[config.mk]
export PLATFORM = sky130hd
export DESIGN_NAME = collision_scheduler
export DESIGN_NICKNAME = d
export VERILOG_FILES = /design/src/rtl/collision_scheduler.sv
export SDC_FILE = /design/constraint.sdc
export NUM_CORES = 1
export LEC_CHECK = 0
export CAP_MARGIN = 30
export CORE_UTILIZATION = 43
export CTS_BUF_LIST = sky130_fd_sc_hd__clkbuf_16
export DETAILED_ROUTE_END_ITERATION = 7
export MAX_ROUTING_LAYER = met4
export PLACE_DENSITY = 0.82
export SLEW_MARGIN = 30
export SYNTH_ARGS = -nofsm -noshare
export SYNTH_HDL_FRONTEND = slang
export SYNTH_SLANG_ARGS = --single-unit
[constraint.sdc]
create_clock -name clk -period 2.4 [get_ports clk]
set_input_delay 0.36 -clock clk [delete_from_list [all_inputs] [get_ports clk]]
set_output_delay 0.36 -clock clk [all_outputs]
set_load 0.03 [all_outputs]
[src/rtl/collision_scheduler.sv]
// collision_scheduler
//   Shares one combinational box-overlap comparator across N_OBJ object-table
//   entries. Once per frame it tests the reference object against every
//   active entry. It fetches each entry over a 1-cycle-latency read port and
//   collects a per-object hit mask.
//
//   Build option: COLL_EARLY_EXIT_EN. When it is defined, the scan stops at
//   the first overlapping entry, and hit_mask holds only that entry's bit.
//
// Ports
//   clk, reset          system clock, synchronous active-high reset
//   frame_tick          1-cycle start pulse
//   obj_active          per-entry enable, sampled on start
//   ref_x/y/h/w         reference box, latched on start
//   obj_idx             object-table read address
//   obj_x/y/h/w         table read data, valid 1 cycle after obj_idx
//   cmp_f_*/cmp_s_*     registered comparator operands (reference / entry)
//   cmp_hit             comparator result
//   hit_mask, any_hit   result of the last completed scan
//   busy, done, overrun scan status; done/overrun are 1-cycle pulses
module collision_scheduler #(
    parameter int N_OBJ = 8,
    parameter int IDX_W = 3
) (
    input  logic             clk,
    input  logic             reset,
    input  logic             frame_tick,
    input  logic [N_OBJ-1:0] obj_active,
    input  logic [9:0]       ref_x,
    input  logic [9:0]       ref_y,
    input  logic [9:0]       ref_h,
    input  logic [9:0]       ref_w,
    output logic [IDX_W-1:0] obj_idx,
    input  logic [9:0]       obj_x,
    input  logic [9:0]       obj_y,
    input  logic [9:0]       obj_h,
    input  logic [9:0]       obj_w,
    output logic [9:0]       cmp_f_x,
    output logic [9:0]       cmp_f_y,
    output logic [9:0]       cmp_f_h,
    output logic [9:0]       cmp_f_w,
    output logic [9:0]       cmp_s_x,
    output logic [9:0]       cmp_s_y,
    output logic [9:0]       cmp_s_h,
    output logic [9:0]       cmp_s_w,
    input  logic             cmp_hit,
    output logic [N_OBJ-1:0] hit_mask,
    output logic             any_hit,
    output logic             busy,
    output logic             done,
    output logic             overrun
);

    typedef enum logic [1:0] {IDLE, ADDR, DATA, CHECK} state_t;

    state_t           state;
    logic [IDX_W-1:0] idx;
    logic [N_OBJ-1:0] active;
    logic [N_OBJ-1:0] working;
    logic [N_OBJ-1:0] wnext;
    logic             last;
    logic             step;
    logic             early;

    assign obj_idx = idx;
    assign last    = (idx == IDX_W'(N_OBJ - 1));

    // An entry is finished either in ADDR (inactive) or in CHECK.
    assign step = ((state == ADDR) && !active[idx]) || (state == CHECK);

`ifdef COLL_EARLY_EXIT_EN
    assign early = (state == CHECK) && cmp_hit;
`else
    assign early = 1'b0;
`endif

    // Working mask including this cycle's result, so the final entry's
    // result goes into hit_mask in the same cycle that finishes the scan.
    always_comb begin
        wnext = working;
        case (state)
            ADDR:    if (!active[idx]) wnext[idx] = 1'b0;
            CHECK:   wnext[idx] = cmp_hit;
            default: ;
        endcase
    end

    always_ff @(posedge clk) begin
        if (reset) begin
            state    <= IDLE;
            idx      <= '0;
            active   <= '0;
            working  <= '0;
            cmp_f_x  <= '0;
            cmp_f_y  <= '0;
            cmp_f_h  <= '0;
            cmp_f_w  <= '0;
            cmp_s_x  <= '0;
            cmp_s_y  <= '0;
            cmp_s_h  <= '0;
            cmp_s_w  <= '0;
            hit_mask <= '0;
            any_hit  <= 1'b0;
            busy     <= 1'b0;
            done     <= 1'b0;
            overrun  <= 1'b0;
        end else begin
            done    <= 1'b0;
            overrun <= frame_tick && (state != IDLE);

            case (state)
                IDLE: begin
                    if (frame_tick) begin
                        cmp_f_x <= ref_x;
                        cmp_f_y <= ref_y;
                        cmp_f_h <= ref_h;
                        cmp_f_w <= ref_w;
                        active  <= obj_active;
                        working <= '0;
                        idx     <= '0;
                        busy    <= 1'b1;
                        state   <= ADDR;
                    end
                end
                ADDR: begin
                    if (active[idx]) state <= DATA;
                end
                DATA: begin
                    cmp_s_x <= obj_x;
                    cmp_s_y <= obj_y;
                    cmp_s_h <= obj_h;
                    cmp_s_w <= obj_w;
                    state   <= CHECK;
                end
                default: ;
            endcase

            if (step) begin
                working <= wnext;
                if (last || early) begin
                    hit_mask <= wnext;
                    any_hit  <= |wnext;
                    done     <= 1'b1;
                    busy     <= 1'b0;
                    state    <= IDLE;
                end else begin
                    idx   <= idx + 1'b1;
                    state <= ADDR;
                end
            end
        end
    end

endmodule

==> metrics.md <==
| Metric | Value |
|---|---|
| Arr. time, crit path | `2.45 ns` |
| Htree depth | `4` |
| Antenna violations before repair | `0` |
| Comb power frac | `between 30% and 40%` |
| Unique cell type count in the Yosys netlist | `42` |
| Slew Viols, Final | `0` |
| Top post-synthesis cells by area | `dfxtp_1 50%, mux2i_1 9.7%, nand2_1 8.8%, a21oi_1 7.0%, nor2_1 4.9%` |
| Cell internal pwr | `about 4.4 mW` |
| Bufs on Longest Clock Path | `2` |
| RSZ-0062 raised after global routing | `false` |
| Via count | `4334` |
| #FFs+latches synth | `113` |
| Final global-route overflow total | `0` |
| Drt drc | `0` |
| GRT Total Usage | `a little under a quarter` |
| DRT iter0 DRCs | `190` |
| Worst-path clk slew | `0.05 ns` |
| Net count, final | `800` |
| FF-to-FF Start | `obj_idx[2]` |
| Relative slew slack | `56.41%` |
| Post-Layout Cell Count | `850` |
| Seq pwr share | `between 30% and 40%` |
| Endpoints failing hold | `0` |
| Routed wire length per instance | `~14 um` |
| Crit path required time | `approximately 2.7 ns` |
| Number of post-CTS setup repair buffers | `0` |
| Max frequency | `0.4694 GHz` |
| Net Sw Frac | `32.96%` |
| Starting Density | `44.33%` |
| Critical path type | `flip-flop to flip-flop` |
| Min-Delay Path Class | `primary input to flip-flop` |
| Post-CTS Hold Buffers | `0` |
| Top-area cell type share of the netlist area | `between 40% and 50%` |
| Min-Delay Path Depth | `2` |
| Ys Warns | `0` |
| First-pass GRT wire length | `19.95 mm` |
| Critical R2R Capture | `obj_idx[0]` |
| Post-Route Setup TNS | `0 ns` |
| TritonCTS Sinks | `between 100 and 150` |
| Core ar. | `0.01028 mm^2` |
| Leakage | `2.499 nW` |
| FP Rows | `37` |
| Top-count cell post-synth | `dfxtp_1` |
| Area Growth Syn to Fin | `55.37%` |
| Status | `completed` |
| # diodes | `0` |
| Syn avg cell area | `8.694 um^2` |
| Worst Clk Skew | `a little under 0.008 ns` |
| Post-synth ARST share | `0%` |
| EDFF count, synth | `0` |
| Syn Inst Count | `~520` |
| Placed cells | `818` |
| Vias in the first global route | `4299` |
| CTS tree | `done` |
| Die height | `104.9 um` |
| CTS resizes | `0` |
| Main synth FF type | `dfxtp_1` |
| Mapped cell area | `0.004556 mm^2` |
| Minimum clock period | `between 2 and 2.5 ns` |
| CTS Buf Count | `17` |
| Max-cap violations | `0` |
| Final WL | `12.28 mm` |
| IO buf count | `about 190` |
| Layout cells sized above 1 | `8.263%` |
| Ports | `187` |
| Antenna-violating nets left | `0` |
| Sequential share of the synthesized area | `49.66%` |
| Worst Setup End Kind | `flip-flop` |
| Measured slew at the worst slew-check pin | `0.6539 ns` |
| Hold Path End | `cmp_s_h[7]` |
| Peak supply drop | `0.5159 mV` |
| Die footprint | `0.01101 mm^2` |
| Fillers | `approximately 850` |
| Psw | `2.186 mW` |
| Hold Startpoint | `reset` |
| Clock power share | `a little over a third` |
| HPWL after DPL | `roughly 8.6 mm` |
| R2R depth | `5` |
| Synth cell count leaders | `113 x dfxtp_1, 107 x nand2_1, 64 x a21oi_1, 59 x nor2_1, 44 x mux2i_1` |
| # setup viols final | `0` |
| Power Dens Cells | `about 940 mW/mm^2` |
| Largest net degree at the start of global routing | `52` |
| Crit path launch type | `flip-flop` |
| Placer congestion estimate | `0.9104` |
| Cell taking the most area after synthesis | `dfxtp_1` |
| Drt via density | `5.099` |
| Tcrit/Tclk final | `88.76%` |
| Root buf cell | `clkbuf_16` |
| CP Max Fanout | `13` |
| Net Count, Synth | `623` |
| Clock latency on the worst-skew pair | `0.40 ns` |
| 1st-pass router iterations | `5` |
| Die width | `104.9 um` |
| Worst R2R Setup Slack | `0.27 ns` |
[cells in the final DEF (no fill, tap or decap), drive strengths merged, types with 2 or more instances in the layout]
| master | n |
|---|---|
| clkinv | 9 |
| nor4 | 2 |
| nand3 | 7 |
| dfxtp | 113 |
| nor2b | 2 |
| nand2 | 107 |
| inv | 5 |
| a31oi | 5 |
| ha | 7 |
| o21ai | 14 |
| nor2 | 59 |
| clkdlybuf4s50 | 185 |
| a22oi | 3 |
| or3 | 3 |
| clkbuf | 17 |
| clkinvlp | 3 |
| o211ai | 7 |
| o31ai | 6 |
| bufinv | 2 |
| nor3 | 2 |
| nand3b | 3 |
| nand2b | 6 |
| and2 | 2 |
| a211oi | 8 |
| a21oi | 65 |
| mux2i | 44 |
| buf | 14 |
| o21bai | 2 |
[power by group through the flow]
stage               Combinational, mW  Sequential (mW)  Clock [mW]
floorplan                       0.858             2.68           0
global placement                 2.00             2.28           0
finish                           2.04             2.26        2.33
global route                     2.19             2.29        2.49
detailed placement               2.03             2.30           0
CTS                              2.05             2.26        2.38
[worst max-delay path by stage]
stage                     startpoint  slack [ns]  cells after the start          end
after detailed placement     cmp_hit        0.30                      5  hit_mask[5]
after global routing      obj_idx[2]        0.13                      5   obj_idx[0]
final                     obj_idx[2]        0.27                      5   obj_idx[0]
after global placement       cmp_hit        0.27                      5  hit_mask[5]
after floorplan           obj_idx[2]        0.38                      6   obj_idx[0]
after CTS                 obj_idx[2]        0.25                      1   obj_idx[2]
[layout make-up]
class                   instances  area (um^2)  share of cell area, %
clock buffers                  17        425.4                  6.010
flip-flops and latches        113         2262                  31.96
multi-input cells             366         2110                  29.80
inverters                       4        15.01                 0.2121
well taps                     136        170.2                  2.404
repair buffers                199         1969                  27.82
clock inverters                15        126.4                  1.785
[registers in the layout, summed over array words and instances (netlist names), 10 cells and up]
signal / flops
cmp_s_y: 10
cmp_f_x: 10
cmp_f_h: 10
cmp_s_w: 10
cmp_s_h: 10
cmp_f_y: 10
cmp_f_w: 10
cmp_s_x: 10
[per-layer routing]
metal / vias up / share of wire (%) / global-route usage [%]
met5: - / 0 / -
met4: 0 / 2.0 / 10.76
met3: 21 / 6.8 / 6.363
met2: 166 / 51 / 40.11
met1: 2013 / 41 / 25.86
li1: 2134 / - / -
[stage by stage]
stage | worst slack, ns | instance area, um^2 | power (mW) | utilization, % | hold WS [ns]
finish | 0.2698 | 7078 | 6.633 | 68.87 | 0.4417
global route | 0.1345 | 7078 | 6.966 | 68.87 | 0.4625
CTS | 0.2540 | 7078 | 6.691 | 68.87 | 0.4407
detailed placement | 0.2972 | 6526 | 4.332 | 63.50 | 0.4496
global placement | 0.2678 | 6526 | 4.282 | 63.50 | 0.4420
floorplan | 0.3826 | 4556 | 3.541 | - | 0.4338
[critical path, cell delays in order (launching register included)]
cell and delay (ns):
dfxtp_1 0.58, mux2_2 0.42, a21oi_2 0.22, a31oi_2 0.26, or3_1 0.38, a21oi_1 0.18
[logic make-up (layout without fill, tap and decap cells)]
group	count (synthesis)	after routing	synth area share, %
AND/OR/NAND/NOR	197	197	18.07
AO/OA/AOI/OAI	117	117	16.26
multiplexers	45	45	9.915
buffers and inverters	45	235	4.175
adder cells (fa/ha/maj)	7	7	1.922
flip-flops	113	113	49.66
Power figures use the tool's default switching activity.
